## src/rtl/fetch_sequencer.sv

```systemverilog
// Layer-level controller for the neuron parameter-fetch datapath: walks the neuron
// descriptors, arms the fetch unit and paces operand fetches. Optional macro: FETCH_SEQ_WATCHDOG_EN.
module fetch_sequencer #(
  parameter int DW         = 16,
  parameter int DESC_WORDS = 4
) (
  input  logic          clk,
  input  logic          rst,
  input  logic          start,
  input  logic [DW-1:0] numNeurons,
  input  logic [DW-1:0] descBase,
  output logic [DW-1:0] descAddr,
  input  logic [DW-1:0] descVal,
  output logic [DW-1:0] numAdds,
  output logic [DW-1:0] offset,
  output logic [DW-1:0] indexOffset,
  output logic [DW-1:0] weightOffset,
  output logic          fetchRst,
  output logic          startFetch,
  input  logic          stall,
  input  logic          fetchWE,
  output logic          neuronDone,
  output logic [DW-1:0] neuronIdx,
  output logic          busy,
  output logic          done
`ifdef FETCH_SEQ_WATCHDOG_EN
  ,
  output logic          err
`endif
);

  typedef enum logic [2:0] {
    S_IDLE  = 3'd0,
    S_DESC  = 3'd1,
    S_ARM   = 3'd2,
    S_FETCH = 3'd3,
    S_DRAIN = 3'd4,
    S_NEXT  = 3'd5,
    S_FIN   = 3'd6
  } state_t;

  state_t        state_q, state_d;
  logic [2:0]    k_q, k_d;
  logic [DW-1:0] num_neurons_q, num_neurons_d;
  logic [DW-1:0] desc_base_q, desc_base_d;
  logic [DW-1:0] desc_addr_q, desc_addr_d;
  logic [DW-1:0] num_adds_q, num_adds_d;
  logic [DW-1:0] offset_q, offset_d;
  logic [DW-1:0] index_offset_q, index_offset_d;
  logic [DW-1:0] weight_offset_q, weight_offset_d;
  logic [DW-1:0] idx_q, idx_d;
  logic [DW-1:0] remaining_q, remaining_d;
  logic [DW-1:0] we_cnt_q, we_cnt_d;
  logic          busy_q, busy_d;
  logic          start_fetch_s;
  logic [DW-1:0] idx_next_s;
`ifdef FETCH_SEQ_WATCHDOG_EN
  logic [7:0]    drain_cnt_q, drain_cnt_d;
  logic          err_q, err_d;
`endif

  assign idx_next_s = idx_q + DW'(1);

  // Next-state, counter and config-capture logic
  always_comb begin
    state_d         = state_q;
    k_d             = k_q;
    num_neurons_d   = num_neurons_q;
    desc_base_d     = desc_base_q;
    desc_addr_d     = desc_addr_q;
    num_adds_d      = num_adds_q;
    offset_d        = offset_q;
    index_offset_d  = index_offset_q;
    weight_offset_d = weight_offset_q;
    idx_d           = idx_q;
    remaining_d     = remaining_q;
    busy_d          = busy_q;
    start_fetch_s   = 1'b0;
`ifdef FETCH_SEQ_WATCHDOG_EN
    drain_cnt_d     = 8'd0;
    err_d           = err_q;
`endif

    // Completed operands are counted everywhere except IDLE/ARM, saturating at numAdds
    if (state_q == S_ARM) begin
      we_cnt_d = '0;
    end else if (state_q != S_IDLE && fetchWE && (we_cnt_q < num_adds_q)) begin
      we_cnt_d = we_cnt_q + DW'(1);
    end else begin
      we_cnt_d = we_cnt_q;
    end

    case (state_q)
      S_IDLE: begin
        if (start) begin
          if (numNeurons != '0) begin
            num_neurons_d = numNeurons;
            desc_base_d   = descBase;
            desc_addr_d   = descBase;
            idx_d         = '0;
            k_d           = 3'd0;
            busy_d        = 1'b1;
            state_d       = S_DESC;
          end else begin
            busy_d  = 1'b0;
            state_d = S_FIN;
          end
        end else begin
          state_d = S_IDLE;
        end
      end
      S_DESC: begin
        // Read data lags the address by one cycle, so word k-1 lands at sub-count k
        case (k_q)
          3'd1:    num_adds_d      = descVal;
          3'd2:    offset_d        = descVal;
          3'd3:    index_offset_d  = descVal;
          3'd4:    weight_offset_d = descVal;
          default: num_adds_d      = num_adds_q;
        endcase
        if (k_q < 3'd3) begin
          desc_addr_d = desc_addr_q + DW'(1);
        end else begin
          desc_addr_d = desc_addr_q;
        end
        if (k_q == 3'd4) begin
          k_d     = 3'd0;
          state_d = S_ARM;
        end else begin
          k_d     = k_q + 3'd1;
          state_d = S_DESC;
        end
      end
      S_ARM: begin
        remaining_d = num_adds_q;
        if (num_adds_q == '0) begin
          state_d = S_NEXT;
        end else begin
          state_d = S_FETCH;
        end
      end
      S_FETCH: begin
        if ((remaining_q != '0) && !stall) begin
          start_fetch_s = 1'b1;
          remaining_d   = remaining_q - DW'(1);
          state_d       = (remaining_q == DW'(1)) ? S_DRAIN : S_FETCH;
        end else begin
          state_d = S_FETCH;
        end
      end
      S_DRAIN: begin
        if (we_cnt_q == num_adds_q) begin
          state_d = S_NEXT;
`ifdef FETCH_SEQ_WATCHDOG_EN
        end else if (drain_cnt_q == 8'd16) begin
          err_d   = 1'b1;
          state_d = S_NEXT;
        end else begin
          drain_cnt_d = drain_cnt_q + 8'd1;
          state_d     = S_DRAIN;
        end
`else
        end else begin
          state_d = S_DRAIN;
        end
`endif
      end
      S_NEXT: begin
        if (idx_q == (num_neurons_q - DW'(1))) begin
          busy_d  = 1'b0;
          state_d = S_FIN;
        end else begin
          idx_d       = idx_next_s;
          desc_addr_d = desc_base_q + DW'(DESC_WORDS * idx_next_s);
          k_d         = 3'd0;
          state_d     = S_DESC;
        end
      end
      S_FIN: begin
        busy_d  = 1'b0;
        state_d = S_IDLE;
      end
      default: begin
        busy_d  = 1'b0;
        state_d = S_IDLE;
      end
    endcase
  end

  // State and datapath registers, synchronous active-low reset
  always_ff @(posedge clk) begin
    if (!rst) begin
      state_q         <= S_IDLE;
      k_q             <= 3'd0;
      num_neurons_q   <= '0;
      desc_base_q     <= '0;
      desc_addr_q     <= '0;
      num_adds_q      <= '0;
      offset_q        <= '0;
      index_offset_q  <= '0;
      weight_offset_q <= '0;
      idx_q           <= '0;
      remaining_q     <= '0;
      we_cnt_q        <= '0;
      busy_q          <= 1'b0;
`ifdef FETCH_SEQ_WATCHDOG_EN
      drain_cnt_q     <= 8'd0;
      err_q           <= 1'b0;
`endif
    end else begin
      state_q         <= state_d;
      k_q             <= k_d;
      num_neurons_q   <= num_neurons_d;
      desc_base_q     <= desc_base_d;
      desc_addr_q     <= desc_addr_d;
      num_adds_q      <= num_adds_d;
      offset_q        <= offset_d;
      index_offset_q  <= index_offset_d;
      weight_offset_q <= weight_offset_d;
      idx_q           <= idx_d;
      remaining_q     <= remaining_d;
      we_cnt_q        <= we_cnt_d;
      busy_q          <= busy_d;
`ifdef FETCH_SEQ_WATCHDOG_EN
      drain_cnt_q     <= drain_cnt_d;
      err_q           <= err_d;
`endif
    end
  end

  assign descAddr     = desc_addr_q;
  assign numAdds      = num_adds_q;
  assign offset       = offset_q;
  assign indexOffset  = index_offset_q;
  assign weightOffset = weight_offset_q;
  assign neuronIdx    = idx_q;
  assign busy         = busy_q;
  assign startFetch   = start_fetch_s;
  assign fetchRst     = (state_q == S_ARM);
  assign neuronDone   = (state_q == S_NEXT);
  assign done         = (state_q == S_FIN);
`ifdef FETCH_SEQ_WATCHDOG_EN
  assign err          = err_q;
`endif

endmodule

```

## config.mk

```make
export PLATFORM = sky130hd
export DESIGN_NAME = fetch_sequencer
export DESIGN_NICKNAME = d
export VERILOG_FILES = /design/src/rtl/fetch_sequencer.sv
export SDC_FILE = /design/constraint.sdc
export NUM_CORES = 1
export LEC_CHECK = 0
export ABC_AREA = 1
export BUFFER_PORTS_ARGS = -buffer_cell sky130_fd_sc_hd__buf_2
export CAP_MARGIN = 40
export CORE_ASPECT_RATIO = 0.8
export CORE_UTILIZATION = 30
export DETAILED_ROUTE_END_ITERATION = 6
export PLACE_DENSITY = 0.53
export SLEW_MARGIN = 0
export SYNTH_ARGS = -nofsm -noshare
export SYNTH_HDL_FRONTEND = slang
export SYNTH_SLANG_ARGS = --single-unit
```

## constraint.sdc

```tcl
create_clock -name clk -period 6.7 [get_ports clk]
set_input_delay 0.335 -clock clk [delete_from_list [all_inputs] [get_ports clk]]
set_output_delay 0.335 -clock clk [all_outputs]
set_load 0.03 [all_outputs]
```

**Yosys cells after proc, flatten, opt, wreduce, memory -nomap -nowiden**

Index checks and enable logic that the tools add are counted.

- Add/subtract/negate cells: 7
- Multiply operators: 0
- Div/mod/pow operators: 0
- Magnitude comparators: 2
- Equality and inequality tests: 19
- Shifts and indexed selects: 0
- Mux-type cells: 31
- Bitwise gates (word level): 2
- Reduce and logical (&&, ||, !) cells: 24

Operators with widths:

| cell | number |
|---|---|
| 16-bit two-way mux | 8 |
| 16-bit one-hot mux with 2 select lines | 2 |
| 16-bit by 1-bit adder with 16-bit output (second input constant) | 3 |
| 16-bit one-hot mux with 3 select lines | 1 |
| 16-bit == test | 2 |
| 16-bit nonzero test | 2 |
| 16-bit by 1-bit subtractor with 16-bit output (second input constant) | 2 |
| 3-bit two-way mux | 10 |
| 3-bit one-hot mux with 6 select lines | 1 |
| 16-bit adder | 1 |
| 16-bit by 1-bit == test with 1-bit output (second input constant) | 1 |
| 16-bit zero test | 1 |
| 16-bit less-than comparator | 1 |
| 3-bit by 2-bit == test with 1-bit output (second input constant) | 4 |
| 3-bit == test (second input constant) | 4 |
| 2-bit inequality test (second input constant) | 5 |
| 2-bit AND reduction | 5 |
| 3-bit one-hot mux with 3 select lines | 1 |
| 4-bit AND reduction | 2 |
| 3-bit by 1-bit == test with 1-bit output (second input constant) | 2 |
| 1-bit two-way mux | 6 |
| 3-bit AND reduction | 2 |
| 3-bit nonzero test | 2 |
| 5-bit AND reduction | 1 |
| 12 further kinds | 16 |

- Register bits after elaboration: 167
- Bits in latches: 0
- RAM bits: 0
- ROM bits: 0
- Memories: 0

**Logic depth before layout (Yosys ltp)**

Gate-level depths: netlist of the first run.

- Depth after elaboration: 4
- Depth in mapped cells: 20
- Mapped depth without buffers: 20

**Worst setup path before layout of the first run**

OpenSTA, ideal clock, no wires.

- Kind: register -> register
- Start point: register idx_q[0] (netlist: neuronIdx[0])
- End point: register desc_addr_q[15] (netlist: descAddr[15])
- Setup time: 0.143 ns
- Arrival time: 2.787 ns
- Required time: 6.557 ns
- Setup slack: 3.770 ns
- Cell stages (with the launch flop): 18
- Buffers on the path: 0
- Period minus slack after synthesis: 2.930 ns
- Path through: dfxtp_1 ha_1 nand2_1 nor3_1 nand2_1 nor2_1 xor2_1 ha_1 a21oi_1 a21boi_0 nor2_1 nor2_1 o21ai_0 a21o_1 nand3_1 nand3_1 nand2_1 a21oi_1

- Word-level cells in the longest chain between the ends: 4
- Elaborated cells between the ends (all ways): 7
- Those cells by class: 2 x add/sub; 2 x eq/ne; 2 x mux; 1 x reduce/logical

Ends and longest elaborated chain:

| element | line | RTL |
|---|---|---|
| from (decl) | 51 | `logic [DW-1:0] idx_q, idx_d;` |
| from (signal assigned) | 220 | `idx_q <= idx_d;` |
| 16-bit by 1-bit adder with 16-bit output | 62 | `assign idx_next_s = idx_q + DW'(1);` |
| 16-bit adder | 174 | `desc_addr_d = desc_base_q + DW'(DESC_WORDS * idx_next_s);` |
| 16-bit two-way mux | 169 | `if (idx_q == (num_neurons_q - DW'(1))) begin` |
| 16-bit one-hot mux with 3 select lines | 93 | `case (state_q)` |
| to (signal assigned) | 215 | `desc_addr_q <= desc_addr_d;` |
| to (decl) | 46 | `logic [DW-1:0] desc_addr_q, desc_addr_d;` |

Several ways; a longest one is shown, not always the timed one. The select of a mux whose other input is x is not followed.
A chain may end at the register's enable or synchronous reset.

**Final worst setup path of the first run**

Same ends and word-level chain as after synthesis.

==> reports/results.tsv, run 1 <==
stage	metric	value	unit
drt	Detailed Route Iter0 Violations	630	
critical_path	reg2reg end	descAddr[15]	
placed_design	pre-CTS setup slack	3.57	ns
sta	Worst Skew	0.0142	ns
yosys	synth top area cells	dfxtp_1 (36%), nand2_1 (12%), a21oi_1 (7.9%), o21ai_0 (6.9%), nor2_1 (6.5%)	
drt	via count	9322	
global_routing	initial antenna violation count	0	
yosys	YS warnings	0	
sta	Setup-failing EPs final	0	
critical_path	Crit. End Element	register	
power	peak supply drop	0.157	mV
clocking	Longest Clk Path Bufs	2	
sta	setup TNS	0	ns
finish	fraction of layout cells with a size suffix above 1	16.0	%
global_routing	Global Route Usage Sum	19.7	%
critical_path	Slowest cell on crit path	dfxtp_1	
global_routing	vias in the first global route	8479	
die	Die H	159	µm
yosys	Mapped Cells	1367	
finish	Multi-input gate area	0.00518	mm²
sta	worst setup margin	3.53	ns
die	Starting Density	30.6	%
yosys	asr flop ratio synth	0	%
yosys	Yosys top cell by area	dfxtp_1	
yosys	mapped cell area	0.00929	mm²
drt	Pre-antenna DRT Iters	5	
clocking	H-tree depth	4	
yosys	Syn Area/Cell	6.80	µm²
die	I/O pins	154	
clocking	CTS Sinks	167	
clocking	Reg clk slew, reported paths	0.08	ns
power	LEAKAGE	4.89	nW
sta	Worst-Margin Slew	0.837	ns
die	die width	199	µm
drt	final wirelength	30900	µm
critical_path	crit path DAT	3.46	ns
min_path	Hold Path End	desc_base_q[13]	
critical_path	Startpoint Class	register	
yosys	FF+latch count, synth	167	
job	max_cap viols	0	
clocking	root buf cell	clkbuf_16	
clocking	worst skew pair latency	0.44	ns
sta	worst hold margin	0.166	ns
yosys	Top FF cell, synth	dfxtp_1	
clocking	CTS buffer count	17	
die	Site Rows	57	
sta	Hold Violations, Final	0	
finish	Reg area	0.00334	mm²
min_path	Hold Crit Depth	3	
critical_path	Buf/Inv on CP	0	
clocking	hold buffer count at cts	0	
clocking	Post-CTS Setup Inserts	0	
critical_path	reg2reg path depth	17	
die	Die Footprint	0.0317	mm²
critical_path	Crit Path Class	register to register	
finish	Util after Layout	36.4	%
global_routing	GR Overflow Total	0	
global_routing	largest net degree at the start of global routing	91	
yosys	most frequent cells after synthesis	nand2_1 (285), dfxtp_1 (167), nor2_1 (160)	
critical_path	worst endpoint required time	6.99	ns
drt	DRC errors left	0	
yosys	number of flops mapped to enable cells by yosys	0	
critical_path	delay-heaviest family, CP	simple AND/OR/NAND/NOR gates	
critical_path	worst reg2reg setup slack	3.53	ns
sta	Final Cycle Share	47.3	%
sta	minimum clock period	3.17	ns
yosys	Seq/Total Area, Yosys	36.0	%
sta	unrepaired setup endpoints after global routing	false	
clocking	CTS tree	yes	
status	status	finished, final reports clean	
placed_design	port bufs	153	
clocking	post-cts sizing count	0	
critical_path	crit-path max FO	7	
placed_design	Final Wtd Congestion	0.888	
drt	WL/cell	16.1	µm
critical_path	WP depth	17	
critical_path	worst-path cell chain	ha_1, nand2_1, nor3_1, nand2_1, nor2_1, xor2_1, ha_1, a21oi_1, a21boi_0, nor2_1, nor2_1, o21ai_0, a21o_1, nand3_1, nand3_1, nand2_1, a21oi_1	
placed_design	placed cell count	1892	
power	power per cell area	222	mW/mm²
critical_path	crit-path max cell delay	0.44	ns
drt	ANT nets after route	0	
yosys	top-count cell post-synth	nand2_1	
sta	final slew viol count	0	
finish	area grow syn2layout	19.1	%
placed_design	hpwl dp	23200	µm
sta	worst relative slew slack	44.2	%
sta	fmax	316	MHz
yosys	Post-Syn Nets	1460	
critical_path	FF-to-FF Start	neuronIdx[0]	
finish	Final #Nets	1591	
min_path	Tightest Hold Check Type	input pin to register	
die	Core ar.	0.0304	mm²
global_routing	first-pass GRT wire length	48400	µm
yosys	Yosys top cell area share	36.0	%
finish	# fillers	3327	
yosys	synth unique cells	46	
finish	fin cells	1925	
min_path	min-delay src	descBase[13]	
drt	vias per cell	4.84	
-- registers in the layout (all words and copies together) (netlist names) --
register,flops
neuronIdx,16
indexOffset,16
k_q,3
weightOffset,16
we_cnt_q,16
desc_base_q,16
busy,1
numAdds,16
remaining_q,16
descAddr,16
num_neurons_q,16
state_q,3
offset,16
-- worst max-delay path by stage --
stage	from	endpoint	slack [ns]
final	neuronIdx[0]	descAddr[15]	3.53
after global routing	neuronIdx[0]	descAddr[15]	3.21
after CTS	neuronIdx[0]	descAddr[15]	3.54
after detailed placement	neuronIdx[0]	descAddr[15]	3.57
after global placement	neuronIdx[0]	descAddr[15]	3.68
after floorplan	neuronIdx[0]	descAddr[15]	3.77
-- placed cells by master, fill, tap and decap left out, types with 4 or more instances in the layout --
master	Yosys	routed
a31oi_1	6	6
xor2_1	20	20
xnor2_1	17	17
nor4_1	9	9
a21oi_1	146	146
nand2_2	5	5
ha_1	39	39
or2_2	8	8
o21ai_0	128	128
nand3b_1	9	9
a21oi_2	7	7
a21o_1	4	4
a211oi_1	5	5
nor3_1	18	17
nand2_1	285	285
inv_1	144	143
nand3_1	70	70
nor2_2	14	14
buf_4	1	5
nand4_1	18	18
nor2_4	4	4
dfxtp_1	167	167
buf_2	7	153
nor2_1	160	160
inv_2	5	5
clkbuf_16	0	17
o211ai_1	6	6
-- logic make-up (layout without fill, tap and decap cells) --
| family | Yosys count | after routing | synth area share (%) |
|---|---|---|---|
| AO/OA/AOI/OAI | 316 | 316 | 18.2 |
| XOR/XNOR | 37 | 37 | 3.49 |
| adder cells (fa/ha/maj) | 40 | 40 | 5.47 |
| buffers and inverters | 199 | 342 | 8.36 |
| flip-flops | 167 | 167 | 36.0 |
| other | 0 | 2 | 0 |
| AND/OR/NAND/NOR | 608 | 608 | 28.5 |
-- cell type report --
cell class                 count  share of cell area, %
antenna                        2                 0.0452
clock buffer                  21                   4.25
clock inverter                10                   1.30
inverter                     151                   5.13
multi-input combinational   1001                   46.8
sequential                   167                   30.2
tap                          413                   4.67
timing repair buffer         160                   7.64
-- power breakdown --
part	total (mW)	switching [mW]	internal, mW
registers	1.06	0.0354	1.03
clock network	1.05	0.435	0.617
logic	0.350	0.241	0.109
total	2.46	0.711	1.75
-- worst min-delay path: cells and delay by family --
kind	cells	cell delay [ns]
AND/OR/NAND/NOR	1	0.06
AO/OA/AOI/OAI	1	0.05
buffers and inverters	1	0.11
-- metrics by stage --
stage / power [mW] / area, µm²
floorplan: 1.32 / 9290
global placement: 1.43 / 10400
detailed placement: 1.43 / 10500
CTS: 2.49 / 11100
global route: 2.57 / 11100
finish: 2.46 / 11100
-- metal layers --
layer	GRT usage (%)	wire length, µm	up-vias
met1	29.9	16200	4307
li1	-	-	4769
met4	3.43	239	0
met3	3.98	1600	19
met2	28.6	12900	227
met5	0	0	-
No activity file was read; power rests on OpenSTA's default activity.
==> run 2: changes to the inputs <==
==> constraint.sdc (replaced) <==
create_clock -name clk -period 3.3 [get_ports clk]
set_input_delay 0.165 -clock clk [delete_from_list [all_inputs] [get_ports clk]]
set_output_delay 0.165 -clock clk [all_outputs]
set_load 0.03 [all_outputs]
==> run 2 against run 1 <==
- sequential cell count unchanged
- die area did not move
- sequential power is 100% higher
- critical path type unchanged
- register-to-register slack got worse by 3.2 ns
- highest routed layer unchanged
- combinational power is 110% higher
- cell area rose by 1.3%
- via count down 0.35%
- largest power group unchanged
==> reports/results.tsv, run 2 (synthesis results as in run 1) <==
stage	metric	value	unit
status	status	finished, final reports clean	
finish	ANT cells	0	
die	Die Footprint	0.0317	mm²
global_routing	Global Route Usage Sum	19.8	%
power	LEAKAGE	4.97	nW
drt	WL/cell	15.9	µm
critical_path	crit path DAT	3.28	ns
finish	Final #Nets	1611	
clocking	root buf cell	clkbuf_16	
power	peak supply drop	0.305	mV
drt	DRC errors left	0	
placed_design	pre-CTS setup slack	0.143	ns
sta	fmax	336	MHz
sta	Setup-failing EPs final	0	
sta	Worst Skew	0.0114	ns
clocking	Longest Clk Path Bufs	2	
sta	final slew viol count	0	
finish	fraction of layout cells with a size suffix above 1	16.9	%
critical_path	crit-path max FO	5	
job	max_cap viols	0	
drt	via count	9289	
critical_path	Crit Path Class	register to register	
global_routing	largest net degree at the start of global routing	55	
global_routing	initial antenna violation count	0	
critical_path	worst endpoint required time	3.60	ns
sta	Final Cycle Share	90.3	%
clocking	Reg clk slew, reported paths	0.08	ns
sta	worst relative slew slack	56.0	%
drt	final wirelength	30900	µm
placed_design	port bufs	153	
finish	area grow syn2layout	20.7	%
clocking	CTS Sinks	167	
clocking	worst skew pair latency	0.44	ns
sta	minimum clock period	2.98	ns
finish	commonest non-fill, non-tap cells in the layout	nand2_1 (285), dfxtp_1 (167), nor2_1 (159)	
drt	vias per cell	4.78	
critical_path	Startpoint Class	register	
finish	commonest non-fill, non-tap cell in the layout	nand2_1	
placed_design	placed cell count	1903	
clocking	Post-CTS Setup Inserts	0	
drt	Pre-antenna DRT Iters	5	
power	total power	4.95	mW
die	Core ar.	0.0304	mm²
die	Site Rows	57	
clocking	CTS buffer count	17	
sta	Worst-Margin Slew	0.660	ns
die	I/O pins	154	
finish	fin cells	1944	
drt	Detailed Route Iter0 Violations	607	
clocking	CTS tree	yes	
placed_design	Final Wtd Congestion	0.874	
power	power per cell area	441	mW/mm²
sta	Hold Violations, Final	0	
critical_path	Crit. End Element	register	
die	Die H	159	µm
min_path	Tightest Hold Check Type	input pin to register	
global_routing	first-pass GRT wire length	48900	µm
die	die width	199	µm
placed_design	hpwl dp	23200	µm
sta	worst hold margin	0.0213	ns
die	Starting Density	30.6	%
clocking	H-tree depth	4	
global_routing	GR Overflow Total	0	
global_routing	vias in the first global route	8437	
finish	Util after Layout	36.9	%
drt	ANT nets after route	0	
sta	worst setup margin	0.321	ns
run 2: report_power, final:
part | switching, mW | internal (mW)
Clock | 0.930 | 1.14
Sequential | 0.0743 | 2.08
Combinational | 0.489 | 0.234
Total | 1.49 | 3.45
run 2: worst max-delay path, cell delays in order (launching register included):
cell	delay, ns
dfxtp_1	0.42
ha_1	0.21
nand2_1	0.10
nor3_2	0.21
nand2_1	0.13
nor2_1	0.13
xor2_1	0.26
ha_1	0.33
a21oi_1	0.15
a21boi_2	0.23
nor2_1	0.06
nor2_1	0.07
o21ai_0	0.12
a21o_1	0.17
nand3_1	0.06
nand3_1	0.06
nand2_1	0.07
a21oi_1	0.06
run 2: final timing paths:
kind / start / end / slack [ns] / cells after the start
max reg2reg: neuronIdx[1] / descAddr[15] / 0.32 / 17
min: descBase[7] / desc_base_q[7] / 0.02 / 3
max: neuronIdx[1] / descAddr[15] / 0.32 / 17
min reg2reg: indexOffset[1] / indexOffset[1] / 0.44 / 2
run 2: what timing repair did:
item,in CTS,in global routing
resized for setup,0,6
endpoints found under the setup margin,0,4
hold buffers,9,0
hold endpoints to repair,9,0
run 2: area by class of cell:
type	instances	area, µm²
repair buffers	180	991
clock inverters	15	169
flip-flops and latches	167	3340
clock buffers	17	425
inverters	151	568
multi-input cells	1001	5200
fillers	3366	19200
well taps	413	517
run 2: through the flow:
step / cell area [µm²] / setup TNS [ns]
6_report: 11200 / 0
5_1_grt: 11200 / -0.0206
4_1_cts: 11200 / 0
3_5_place_dp: 10500 / 0
3_3_place_gp: 10500 / 0
2_1_floorplan: 9290 / 0
run 2: routing by layer:
layer,routed length (µm),global-route usage (%),up-vias
met4,363,4.51,0
met2,12800,28.5,196
met5,0,0,-
met3,1340,3.77,21
met1,16400,30.1,4266
li1,-,-,4806
==> run 3: changes to the inputs <==
--- a/config.mk
+++ b/config.mk
@@ -11,7 +11,7 @@
 export CORE_ASPECT_RATIO = 0.8
 export CORE_UTILIZATION = 30
 export DETAILED_ROUTE_END_ITERATION = 6
-export PLACE_DENSITY = 0.53
+export RECOVER_POWER = 25
 export SLEW_MARGIN = 0
 export SYNTH_ARGS = -nofsm -noshare
 export SYNTH_HDL_FRONTEND = slang
==> run 3 against run 2 <==
- sequential power barely moved
- non-clock buffer count rose by 7
- highest routed layer unchanged
- fmax rose by 2.1%
==> reports/results.tsv, run 3 (synthesis results as in run 1) <==
stage	metric	value	unit
critical_path	crit-path max cell delay	0.43	ns
power	peak supply drop	0.363	mV
drt	WL/cell	15.9	µm
sta	worst setup margin	0.380	ns
critical_path	reg2reg path depth	17	
global_routing	GR Overflow Total	0	
placed_design	pre-CTS setup slack	0.240	ns
critical_path	worst endpoint required time	3.63	ns
power	power per cell area	445	mW/mm²
power	total power	4.99	mW
critical_path	crit-path max FO	5	
sta	fmax	343	MHz
clocking	worst skew pair latency	0.46	ns
finish	commonest non-fill, non-tap cells in the layout	nand2_1 (285), dfxtp_1 (167), nor2_1 (160)	
sta	Final Cycle Share	88.5	%
critical_path	crit path DAT	3.25	ns
sta	final slew viol count	0	
global_routing	vias in the first global route	8756	
power	LEAKAGE	4.70	nW
clocking	root buf cell	clkbuf_16	
clocking	CTS tree	yes	
die	Site Rows	57	
sta	Worst-Margin Slew	0.673	ns
drt	DRC errors left	0	
die	Core ar.	0.0304	mm²
min_path	Tightest Hold Check Type	input pin to register	
status	status	finished, final reports clean	
drt	final wirelength	31000	µm
sta	minimum clock period	2.92	ns
die	Die H	159	µm
finish	area grow syn2layout	20.6	%
die	I/O pins	154	
critical_path	Slowest cell on crit path	dfxtp_1	
critical_path	worst-path cell chain	ha_1, nand2_1, nor3_2, nand2_1, nor2_1, xor2_1, ha_1, a21oi_1, a21boi_1, nor2_1, nor2_1, o21ai_0, a21o_1, nand3_1, nand3_1, nand2_1, a21oi_1	
finish	Util after Layout	36.9	%
job	max_cap viols	0	
critical_path	delay-heaviest family, CP	simple AND/OR/NAND/NOR gates	
critical_path	Crit. End Element	register	
sta	setup TNS	0	ns
clocking	CTS buffer count	17	
finish	commonest non-fill, non-tap cell in the layout	nand2_1	
drt	vias per cell	4.87	
critical_path	WP depth	17	
die	die width	199	µm
sta	Hold Violations, Final	0	
finish	# fillers	3299	
sta	Setup-failing EPs final	0	
clocking	CTS Sinks	167	
finish	fraction of layout cells with a size suffix above 1	12.0	%
global_routing	initial antenna violation count	0	
critical_path	Crit Path Class	register to register	
placed_design	hpwl dp	22600	µm
global_routing	largest net degree at the start of global routing	66	
drt	via count	9509	
min_path	Hold Crit Depth	3	
clocking	Reg clk slew, reported paths	0.08	ns
finish	ANT cells	0	
placed_design	Final Wtd Congestion	0.927	
critical_path	Buf/Inv on CP	0	
placed_design	port bufs	153	
critical_path	Startpoint Class	register	
sta	worst relative slew slack	55.1	%
finish	Final #Nets	1618	
clocking	H-tree depth	4	
clocking	Longest Clk Path Bufs	2	
sta	Worst Skew	0.00972	ns
drt	ANT nets after route	0	
drt	Detailed Route Iter0 Violations	707	
global_routing	Global Route Usage Sum	19.8	%
sta	unrepaired setup endpoints after global routing	false	
die	Die Footprint	0.0317	mm²
die	Starting Density	30.6	%
global_routing	first-pass GRT wire length	48400	µm
drt	Pre-antenna DRT Iters	5	
[run 3: changes by cell type in the layout (fill, tap and decap cells not counted), sizes merged]
cell         change
clkinvlp         +2
dlygate4sd3     +12
bufinv           -1
buf             -72
inv              +4
clkinv           -5
clkbuf          +67
[run 3: final cells by class]
type / count / area [µm²] / area share (%)
multi-input combinational: 1001 / 5190 / 46.3
sequential: 167 / 3340 / 29.8
timing repair buffer: 187 / 990 / 8.83
inverter: 151 / 568 / 5.07
tap: 413 / 517 / 4.61
clock buffer: 17 / 425 / 3.80
clock inverter: 15 / 174 / 1.55
[run 3: repair_timing]
item,CTS,global route
hold buffers,21,0
setup buffers,0,0
resized for setup,0,3
setup endpoints to repair,0,1
hold endpoints to repair,21,0
[run 3: worst min-delay path, stage by stage]
cell	delay [ns]
buf_2	0.09
o21ai_0	0.08
a21oi_1	0.11
[run 3: where the power goes]
part | switching [mW] | total [mW] | internal (mW) | leakage [nW]
Combinational | 0.497 | 0.735 | 0.238 | 3.06
Clock | 1.01 | 2.10 | 1.09 | 0.287
Sequential | 0.0751 | 2.16 | 2.08 | 1.36
Total | 1.59 | 4.99 | 3.41 | 4.70
[run 3: metrics by stage]
| stage | area [µm²] | hold WS (ns) | std cells |
|---|---|---|---|
| 2_1_floorplan | 9290 | 0.300 | 1367 |
| 3_3_place_gp | 10500 | 0.429 | 1898 |
| 3_5_place_dp | 10500 | 0.436 | 1898 |
| 4_1_cts | 11300 | 0.000563 | 1951 |
| 5_1_grt | 11200 | 0.0198 | 1951 |
| 6_report | 11200 | 0.0195 | 1951 |
[run 3: final timing paths]
check,from,endpoint,slack [ns]
max,neuronIdx[1],descAddr[15],0.38
max reg2reg,neuronIdx[1],descAddr[15],0.38
min reg2reg,indexOffset[7],indexOffset[7],0.45
min,numNeurons[13],num_neurons_q[13],0.02
[run 3: routing by layer]
metal | vias up | share of wire [%] | global-route usage [%] | wire [µm]
met4 | 0 | 2.5 | 7.24 | 777
met5 | - | 0 | 0 | 0
met1 | 4350 | 50 | 28.9 | 15500
met2 | 291 | 41 | 28.5 | 12800
li1 | 4819 | - | - | -
met3 | 49 | 6.0 | 3.69 | 1860
